[src/rtl/mu_proc_param_if.sv]
// Request/acknowledge memory bus between mu_proc_param (master) and a shared
// single-port memory (slave).
interface mu_proc_param_if #(
  parameter int DATA_W = 16,
  parameter int ADDR_W = 12
);
  logic              mem_req;
  logic              mem_we;
  logic [ADDR_W-1:0] mem_addr;
  logic [DATA_W-1:0] mem_wdata;
  logic [DATA_W-1:0] mem_rdata;
  logic              mem_ack;

  modport master (
    output mem_req, mem_we, mem_addr, mem_wdata,
    input  mem_rdata, mem_ack
  );

  modport slave (
    input  mem_req, mem_we, mem_addr, mem_wdata,
    output mem_rdata, mem_ack
  );
endinterface

[src/rtl/mu_proc_param.sv]
// Parametrised accumulator processor with req/ack memory port, C/Z/N flags and
// start/halt control. Define MU_PROC_MUL_EN to make opcode F an unsigned MUL.
module mu_proc_param #(
  parameter int              DATA_W   = 16,
  parameter int              ADDR_W   = 12,
  parameter logic [ADDR_W-1:0] RESET_PC = '0
) (
  input  logic              clk,
  input  logic              reset,
  input  logic              start,
  mu_proc_param_if.master   bus,
  output logic [DATA_W-1:0] acc_out,
  output logic [ADDR_W-1:0] pc_out,
  output logic [2:0]        flags,
  output logic              halted,
  output logic              illegal
);

  generate
    if (DATA_W < ADDR_W + 4) begin : g_width_check
      $error("mu_proc_param: DATA_W must be >= ADDR_W+4");
    end
  endgenerate

  localparam logic [3:0] OP_LDA  = 4'h0, OP_STO = 4'h1, OP_ADD  = 4'h2, OP_SUB  = 4'h3;
  localparam logic [3:0] OP_JMP  = 4'h4, OP_JGE = 4'h5, OP_JNE  = 4'h6, OP_STP  = 4'h7;
  localparam logic [3:0] OP_LDAI = 4'h8, OP_AND = 4'h9, OP_ADDI = 4'hA, OP_SUBI = 4'hB;
  localparam logic [3:0] OP_OR   = 4'hC, OP_XOR = 4'hD, OP_SHF  = 4'hE;
`ifdef MU_PROC_MUL_EN
  localparam logic [3:0] OP_MUL  = 4'hF;
`endif

  typedef enum logic [2:0] {
    S_IDLE, S_FETCH, S_DECODE, S_READ, S_WRITE, S_EXEC, S_HALT
  } state_t;

  state_t            state_reg;
  logic [ADDR_W-1:0] pc_reg;
  logic [DATA_W-1:0] acc_reg;
  logic [DATA_W-1:0] mdata_reg;
  logic [3:0]        opcode_reg;
  logic [ADDR_W-1:0] operand_reg;
  logic              c_reg, z_reg, n_reg;
  logic              illegal_reg, halted_reg;
  logic              mem_req_reg, mem_we_reg;
  logic [ADDR_W-1:0] mem_addr_reg;
  logic [DATA_W-1:0] mem_wdata_reg;

  logic [DATA_W-1:0]   imm, exec_acc;
  logic [DATA_W:0]     add_w, sub_w, addi_w, subi_w;
  logic [2*DATA_W-1:0] shl_w, shr_w;
`ifdef MU_PROC_MUL_EN
  logic [2*DATA_W-1:0] mul_w;
`endif
  logic exec_c, exec_wr, exec_jump, exec_halt, exec_illegal, needs_read;

  // Execute datapath; the widened shifters leave the last bit shifted out just
  // past the result, which is 0 for a zero shift amount.
  always_comb begin
    imm    = {{(DATA_W-ADDR_W){1'b0}}, operand_reg};
    add_w  = {1'b0, acc_reg} + {1'b0, mdata_reg};
    sub_w  = {1'b0, acc_reg} - {1'b0, mdata_reg};
    addi_w = {1'b0, acc_reg} + {1'b0, imm};
    subi_w = {1'b0, acc_reg} - {1'b0, imm};
    shl_w  = {{DATA_W{1'b0}}, acc_reg} << imm[4:0];
    shr_w  = {acc_reg, {DATA_W{1'b0}}} >> imm[4:0];
`ifdef MU_PROC_MUL_EN
    mul_w  = acc_reg * mdata_reg;
`endif
    exec_acc     = acc_reg;
    exec_c       = c_reg;
    exec_wr      = 1'b0;
    exec_jump    = 1'b0;
    exec_halt    = 1'b0;
    exec_illegal = 1'b0;
    needs_read   = 1'b0;
    case (opcode_reg)
      OP_LDA:  begin exec_acc = mdata_reg; exec_c = 1'b0; exec_wr = 1'b1; needs_read = 1'b1; end
      OP_STO:  ;
      OP_ADD:  begin {exec_c, exec_acc} = add_w; exec_wr = 1'b1; needs_read = 1'b1; end
      OP_SUB:  begin {exec_c, exec_acc} = sub_w; exec_wr = 1'b1; needs_read = 1'b1; end
      OP_JMP:  exec_jump = 1'b1;
      OP_JGE:  exec_jump = !n_reg;
      OP_JNE:  exec_jump = !z_reg;
      OP_STP:  exec_halt = 1'b1;
      OP_LDAI: begin exec_acc = imm; exec_c = 1'b0; exec_wr = 1'b1; end
      OP_AND:  begin exec_acc = acc_reg & mdata_reg; exec_c = 1'b0; exec_wr = 1'b1; needs_read = 1'b1; end
      OP_ADDI: begin {exec_c, exec_acc} = addi_w; exec_wr = 1'b1; end
      OP_SUBI: begin {exec_c, exec_acc} = subi_w; exec_wr = 1'b1; end
      OP_OR:   begin exec_acc = acc_reg | mdata_reg; exec_c = 1'b0; exec_wr = 1'b1; needs_read = 1'b1; end
      OP_XOR:  begin exec_acc = acc_reg ^ mdata_reg; exec_c = 1'b0; exec_wr = 1'b1; needs_read = 1'b1; end
      OP_SHF: begin
        exec_wr = 1'b1;
        if (operand_reg[ADDR_W-1]) begin
          exec_acc = shr_w[2*DATA_W-1:DATA_W];
          exec_c   = shr_w[DATA_W-1];
        end else begin
          exec_acc = shl_w[DATA_W-1:0];
          exec_c   = shl_w[DATA_W];
        end
      end
`ifdef MU_PROC_MUL_EN
      OP_MUL: begin
        exec_acc   = mul_w[DATA_W-1:0];
        exec_c     = |mul_w[2*DATA_W-1:DATA_W];
        exec_wr    = 1'b1;
        needs_read = 1'b1;
      end
`endif
      default: exec_illegal = 1'b1;
    endcase
  end

  // Each memory state spends its first cycle raising the request, so mem_req is
  // always low for at least one cycle after an ack.
  always_ff @(posedge clk or negedge reset) begin
    if (!reset) begin
      state_reg     <= S_IDLE;
      pc_reg        <= RESET_PC;
      acc_reg       <= '0;
      mdata_reg     <= '0;
      opcode_reg    <= '0;
      operand_reg   <= '0;
      c_reg         <= 1'b0;
      z_reg         <= 1'b0;
      n_reg         <= 1'b0;
      illegal_reg   <= 1'b0;
      halted_reg    <= 1'b0;
      mem_req_reg   <= 1'b0;
      mem_we_reg    <= 1'b0;
      mem_addr_reg  <= '0;
      mem_wdata_reg <= '0;
    end else begin
      case (state_reg)
        S_IDLE: if (start) state_reg <= S_FETCH;
        S_FETCH: begin
          if (!mem_req_reg) begin
            mem_req_reg  <= 1'b1;
            mem_we_reg   <= 1'b0;
            mem_addr_reg <= pc_reg;
          end else if (bus.mem_ack) begin
            mem_req_reg <= 1'b0;
            opcode_reg  <= bus.mem_rdata[DATA_W-1 -: 4];
            operand_reg <= bus.mem_rdata[ADDR_W-1:0];
            pc_reg      <= pc_reg + ADDR_W'(1);
            state_reg   <= S_DECODE;
          end
        end
        S_DECODE: begin
          if (opcode_reg == OP_STO) state_reg <= S_WRITE;
          else if (needs_read)      state_reg <= S_READ;
          else                      state_reg <= S_EXEC;
        end
        S_READ: begin
          if (!mem_req_reg) begin
            mem_req_reg  <= 1'b1;
            mem_we_reg   <= 1'b0;
            mem_addr_reg <= operand_reg;
          end else if (bus.mem_ack) begin
            mem_req_reg <= 1'b0;
            mdata_reg   <= bus.mem_rdata;
            state_reg   <= S_EXEC;
          end
        end
        S_WRITE: begin
          if (!mem_req_reg) begin
            mem_req_reg   <= 1'b1;
            mem_we_reg    <= 1'b1;
            mem_addr_reg  <= operand_reg;
            mem_wdata_reg <= acc_reg;
          end else if (bus.mem_ack) begin
            mem_req_reg <= 1'b0;
            mem_we_reg  <= 1'b0;
            state_reg   <= S_FETCH;
          end
        end
        S_EXEC: begin
          if (exec_illegal) begin
            illegal_reg <= 1'b1;
            halted_reg  <= 1'b1;
            state_reg   <= S_HALT;
          end else if (exec_halt) begin
            halted_reg <= 1'b1;
            state_reg  <= S_HALT;
          end else begin
            if (exec_wr) begin
              acc_reg <= exec_acc;
              c_reg   <= exec_c;
              z_reg   <= (exec_acc == '0);
              n_reg   <= exec_acc[DATA_W-1];
            end
            if (exec_jump) pc_reg <= operand_reg;
            state_reg <= S_FETCH;
          end
        end
        S_HALT: begin
          if (start) begin
            halted_reg <= 1'b0;
            state_reg  <= S_FETCH;
          end
        end
        default: state_reg <= S_IDLE;
      endcase
    end
  end

  assign bus.mem_req   = mem_req_reg;
  assign bus.mem_we    = mem_we_reg;
  assign bus.mem_addr  = mem_addr_reg;
  assign bus.mem_wdata = mem_wdata_reg;
  assign acc_out       = acc_reg;
  assign pc_out        = pc_reg;
  assign flags         = {c_reg, z_reg, n_reg};
  assign halted        = halted_reg;
  assign illegal       = illegal_reg;

endmodule

[src/flat_wrapper.sv]
// flat-port wrapper written by rule: the top's interface ports become plain ports
module mu_proc_param_flat 
#(
  parameter int              DATA_W   = 16,
  parameter int              ADDR_W   = 12,
  parameter logic [ADDR_W-1:0] RESET_PC = '0
)
  (clk, reset, start, acc_out, pc_out, flags, halted, illegal, bus_mem_req, bus_mem_we, bus_mem_addr, bus_mem_wdata, bus_mem_rdata, bus_mem_ack);
  mu_proc_param_if #(.DATA_W(DATA_W), .ADDR_W(ADDR_W)) bus_i ();
  input  logic clk;
  input  logic reset;
  input  logic start;
  output logic [DATA_W-1:0] acc_out;
  output logic [ADDR_W-1:0] pc_out;
  output logic [2:0] flags;
  output logic halted;
  output logic illegal;
  output wire logic [$bits(bus_i.mem_req)-1:0] bus_mem_req;
  output wire logic [$bits(bus_i.mem_we)-1:0] bus_mem_we;
  output wire logic [$bits(bus_i.mem_addr)-1:0] bus_mem_addr;
  output wire logic [$bits(bus_i.mem_wdata)-1:0] bus_mem_wdata;
  input wire logic [$bits(bus_i.mem_rdata)-1:0] bus_mem_rdata;
  input wire logic [$bits(bus_i.mem_ack)-1:0] bus_mem_ack;
  assign bus_mem_req = bus_i.mem_req;
  assign bus_mem_we = bus_i.mem_we;
  assign bus_mem_addr = bus_i.mem_addr;
  assign bus_mem_wdata = bus_i.mem_wdata;
  assign bus_i.mem_rdata = bus_mem_rdata;
  assign bus_i.mem_ack = bus_mem_ack;
  mu_proc_param #(.DATA_W(DATA_W), .ADDR_W(ADDR_W), .RESET_PC(RESET_PC)) u_core (.clk(clk), .reset(reset), .start(start), .bus(bus_i), .acc_out(acc_out), .pc_out(pc_out), .flags(flags), .halted(halted), .illegal(illegal));
endmodule
[config.mk]
export PLATFORM = sky130hd
export DESIGN_NAME = mu_proc_param_flat
export DESIGN_NICKNAME = d
export VERILOG_FILES = /design/src/rtl/mu_proc_param_if.sv /design/src/rtl/mu_proc_param.sv /design/src/flat_wrapper.sv
export SDC_FILE = /design/constraint.sdc
export NUM_CORES = 1
export LEC_CHECK = 0
export CAP_MARGIN = 0
export CORE_MARGIN = 1.5
export CORE_UTILIZATION = 61
export CTS_CLUSTER_DIAMETER = 80
export DETAILED_ROUTE_END_ITERATION = 6
export PLACE_DENSITY = 0.87
export SETUP_SLACK_MARGIN = 0.3
export SLEW_MARGIN = 20
export SYNTH_ARGS = -nofsm -noshare
export SYNTH_HDL_FRONTEND = slang
export SYNTH_SLANG_ARGS = --single-unit
export TNS_END_PERCENT = 30
[constraint.sdc]
create_clock -name clk -period 5.2 [get_ports clk]
set_clock_uncertainty 0.2 [all_clocks]
set_input_delay 0.52 -clock clk [delete_from_list [all_inputs] [get_ports clk]]
set_output_delay 0.52 -clock clk [all_outputs]
set_load 0.05 [all_outputs]
# After elaboration in Yosys (flattened, before gate mapping)
# Cells that the tools add are included.
dict set report classes {
  add_sub_neg 5
  n_mul 0
  div 0
  order_cmp 0
  n_eq_ne 36
  n_shift 2
  mux 39
  bitwise 6
  reduce_logical 29
}
# op count
set op_table {}
lappend op_table {{$pmux W16 S10} 1}
lappend op_table {{$mux W12} 7}
lappend op_table {{$pmux W12 S2} 2}
lappend op_table {{$mux W3} 11}
lappend op_table {{$shr A32 B5 Y32} 1}
lappend op_table {{$eq A4 B4 Y1 const B} 7}
lappend op_table {{$ne A2 B2 Y1 const B} 9}
lappend op_table {{$pmux W3 S6} 1}
lappend op_table {{$add A16 B12 Y17} 1}
lappend op_table {{$add A16 B16 Y17} 1}
lappend op_table {{$shl A16 B5 Y17} 1}
lappend op_table {{$sub A16 B12 Y17} 1}
lappend op_table {{$sub A16 B16 Y17} 1}
lappend op_table {{$and A16 B16 Y16} 1}
lappend op_table {{$eq A4 B3 Y1 const B} 4}
lappend op_table {{$logic_not A16 Y1} 1}
lappend op_table {{$mux W16} 1}
lappend op_table {{$or A16 B16 Y16} 1}
lappend op_table {{$xor A16 B16 Y16} 1}
lappend op_table {{$reduce_and A3 Y1} 5}
lappend op_table {{$reduce_or A15 Y1} 1}
lappend op_table {{$add A12 B1 Y12 const B} 1}
lappend op_table {{$mux W1} 12}
lappend op_table {{$ne A2 B1 Y1 const B} 5}
lappend op_table {{26 further kinds} 40}
dict set report word_totals {
  regBits 98
  latchBits 0
  mem_bits_rw 0
  romBits 0
  output_inout_bits 63
  elab_cells 132
  memories 0
}

# Logic depth before layout (Yosys ltp)
dict set report depth {
  depth_word 6
  depth_mapped 16
}

# Worst setup path after synthesis
# OpenSTA, ideal clock, no wires.
dict set report synth_timing {
  path_type {register to register}
  from {register u_core.operand_reg[1]}
  to {register u_core.z_reg}
  setup_ps 76
  arrival_time_ps 4344
  slack_ps 580
  stages_incl_launch_ff 16
  n_path_buf 3
  path_cell_list {dfrtp_1 > clkbuf_1 > inv_1 > buf_1 > clkbuf_1 > ha_1 > nand2b_1 > a221oi_2 > nor2_1 > o41a_1 > a221o_1 > a2111oi_1 > nand4_1 > a222oi_1 > or4b_1 > o21ai_1}
}
dict set report synth_between {
  elab_chain_len 4
}
# element line
set synth_rtl {}
lappend synth_rtl {{start, declared} mu_proc_param.sv:42} ;# logic [ADDR_W-1:0] operand_reg;
lappend synth_rtl {{start signal, assigned} mu_proc_param.sv:144} ;# operand_reg <= bus.mem_rdata[ADDR_W-1:0];
lappend synth_rtl {{branches (longest 2 deep; another with $sub A16 B12 Y17)} n/a}
lappend synth_rtl {{$pmux W16 S10 (*)} mu_proc_param.sv:77} ;# case (opcode_reg)
lappend synth_rtl {{$logic_not A16 Y1 (*)} mu_proc_param.sv:189} ;# z_reg <= (exec_acc == '0);
lappend synth_rtl {{end signal, assigned} mu_proc_param.sv:189}
lappend synth_rtl {{end, declared} mu_proc_param.sv:43} ;# logic c_reg, z_reg, n_reg;
# Mark *: on every way between the ends.
# A chain may end at the register's enable or synchronous reset.

# Worst setup path after layout
dict set report layout_timing {
  from {register u_core.acc_reg[3] (netlist: u_core.acc_out[3])}
  to {register u_core.z_reg}
}
dict set report layout_between {
  elab_chain_len 4
}
# element line
set layout_rtl {}
lappend layout_rtl {{start, declared} mu_proc_param.sv:39} ;# logic [DATA_W-1:0] acc_reg;
lappend layout_rtl {{start signal, assigned} mu_proc_param.sv:120} ;# acc_reg <= '0;
lappend layout_rtl {{start signal, assigned} mu_proc_param.sv:187} ;# acc_reg <= exec_acc;
lappend layout_rtl {{branches (longest 2 deep; another with $sub A16 B12 Y17)} n/a}
lappend layout_rtl {{$pmux W16 S10 (*)} mu_proc_param.sv:77}
lappend layout_rtl {{$logic_not A16 Y1 (*)} mu_proc_param.sv:189}
# Marked as above.

==> impl_metrics.toml <==
[synthesis]
synth_flop_cell = "dfrtp_1"
synth_area_leaders = "dfrtp_1 23%, ha_1 9.4%, a21oi_1 5.6%, mux2_2 4.9%, o21ai_0 4.8%"
synth_edf_count = 0
yosys.area.top_type = "dfrtp_1"
synth_area_um2 = 10780
avgSynthCellArea_um2 = 7.945
ys_types = 86
netlist_top_cells_count = "121 x a21oi_1, 117 x nand2_1, 114 x nor2_1"
syn_nets = 1462
synth-warning-count = 0
synth_most_common_cell = "a21oi_1"
seq_area_frac_synth = 0.2251
async_flop_share = 1.000
postSynthCellCount = 1357
synth_top_area_share = 0.2251
ys_ff_latch = 97

[floorplan]
die-area_um2 = 18480
die_w_um = 135.9
die_height_um = 135.9
rows = 48
ios = 83
initial_core_util = 0.6233
core-area_um2 = 17300

[clock_tree]
cts_resized = 0
cts-root-buf = "clkbuf_16"
h-tree-depth = 3
clk_path_buf_depth = 2
ctsHoldBuffers = 0
cts_buffers = 9
tritoncts = "built"
clk_pin_slew_ns = 0.08
cts.sinks = 97
insertion_delay_ns = 0.37
post-cts-setup-buffer-count = 0

[routing]
finalWirelength_um = 43350
post_drt_wl_per_cell_um = 26.81
ant_nets = 0
drc = 0
drt-pass1-iter-count = 6
first_iter_violations = 1927
dr_total_vias = 11790
routed_via_density = 7.291

[timing]
worst_slew_pin_slew_ns = 1.059
layout_min_cycle_time_ns = 4.500
setup_viol = 0
finalCritPeriodShare = 0.8653
hold_violations = 0
drv_slew = 0
fmax_mhz = 222.2
rsz0062_at_grt = "no"
max-slew-margin-rel = 0.2890
fin_setup_tns_ns = 0

[status]
outcome = "finished clean"

[global_route]
globalRouteTotalUtil = 0.4704
antenna_found_initial = 0
grt_pass1_wl_um = 64610
overflow = 0
grt_max_degree = 65
grt_pass1_vias = 10650

[worst_setup_path]
start_kind = "register"
worstPathRequired_ns = 5.29
setup.worst_path.end_class = "register"
crit_type = "register to register"
worst-endpoint-arrival_ns = 4.59
crit_path_max_fanout = 14

[worst_hold_path]
hp-class = "input port to async pin"

[placement]
io_buffer_count = 82
place_congestion = 1.061
hpwl_um = 32010
placed_area_um2 = 11830

[layout]
syn_to_final_growth_pct = 12.68
ff_latch_area_um2 = 2429
utilization = 0.7024
num-nets-final = 1492
drive_above_1_share = 0.1207
antenna_cells = 0
fillers = 1389
fin_area_um2 = 12150
multi_input_area_um2 = 7595

[flow_run]
maxCapViolCount = 0
==> cells by family (layout without fill, tap and decap cells) <==
group / after synthesis / in the layout / share of synthesized area
multiplexers: 106 / 106 / 0.1282
XOR/XNOR: 17 / 17 / 0.01381
buffers and inverters: 191 / 226 / 0.07149
flip-flops: 97 / 97 / 0.2251
adder cells (fa/ha/maj): 85 / 85 / 0.1014
AO/OA/AOI/OAI: 450 / 450 / 0.2768
AND/OR/NAND/NOR: 411 / 411 / 0.1831
==> layout make-up <==
| cell class | instances | area share |
|---|---|---|
| Sequential cell | 97 | 0.1999 |
| Clock inverter | 6 | 0.006591 |
| Timing Repair Buffer | 139 | 0.1036 |
| Multi-Input combinational cell | 1069 | 0.6251 |
| Inverter | 71 | 0.02194 |
| Clock buffer | 10 | 0.01967 |
| Tap cell | 225 | 0.02317 |
==> path summary, 6_finish.rpt <==
check / start / depth (start not counted) / slack [ns] / end
max: u_core.acc_out[3] / 11 / 0.70 / u_core.z_reg
min: reset / 1 / 0.07 / u_core.bus.mem_addr[9]
max reg2reg: u_core.acc_out[3] / 11 / 0.70 / u_core.z_reg
min reg2reg: u_core.illegal / 1 / 0.30 / u_core.illegal
max in group asynchronous: reset / 2 / 3.70 / u_core.operand_reg[0]
min in group clk: u_core.illegal / 1 / 0.30 / u_core.illegal
==> placed cells by master (no fill, tap or decap), drive strengths merged, types with 9 or more instances in the layout <==
master / synthesis / final
xnor2: 14 / 14
mux4: 21 / 21
a221oi: 12 / 12
o31ai: 11 / 11
o21ai: 110 / 110
nand2b: 14 / 14
nor3: 26 / 26
ha: 81 / 81
and3: 13 / 13
o211ai: 12 / 12
a31oi: 10 / 10
dfrtp: 97 / 97
nor2b: 20 / 20
nand2: 117 / 117
nor2: 114 / 114
a21oi: 121 / 121
o22ai: 19 / 19
clkdlybuf4s50: 0 / 81
clkbuf: 90 / 10
a21o: 13 / 13
buf: 30 / 58
inv: 71 / 75
o21bai: 9 / 9
mux2i: 38 / 38
a211oi: 22 / 22
a22oi: 9 / 9
mux2: 47 / 47
nand3: 38 / 38
or2: 9 / 9
nor4: 15 / 15
==> critical path, stage by stage, from the launching register on <==
cell	delay, ns
dfrtp_1	0.54
ha_1	0.54
o211a_1	0.19
o21ai_1	0.15
a2111oi_1	0.80
o21a_1	0.26
o221ai_1	0.15
a2111oi_1	0.59
nand4_1	0.17
a222oi_1	0.24
or4b_1	0.46
o21ai_1	0.14
==> through the flow <==
| step | hold slack [ns] | cells | worst slack (ns) |
|---|---|---|---|
| after global placement | 0.2606 | 1601 | 0.8429 |
| after floorplan | 0.02441 | 1357 | 0.5799 |
| after global routing | 0.1306 | 1617 | 0.4149 |
| after CTS | 0.09255 | 1617 | 0.8047 |
| final | 0.06666 | 1617 | 0.7004 |
| after detailed placement | 0.2691 | 1601 | 0.8241 |
==> layer usage <==
metal / global-route usage / wire [um] / vias up
li1: - / - / 5055
met1: 0.6210 / 16000 / 5434
met2: 0.6686 / 17740 / 1047
met3: 0.1353 / 6161 / 253
met4: 0.3079 / 3453 / 0
met5: 0 / 0 / -
Power is not shown: default switching activity piles up to over one toggle a cycle in this logic, so the estimate is an artifact.
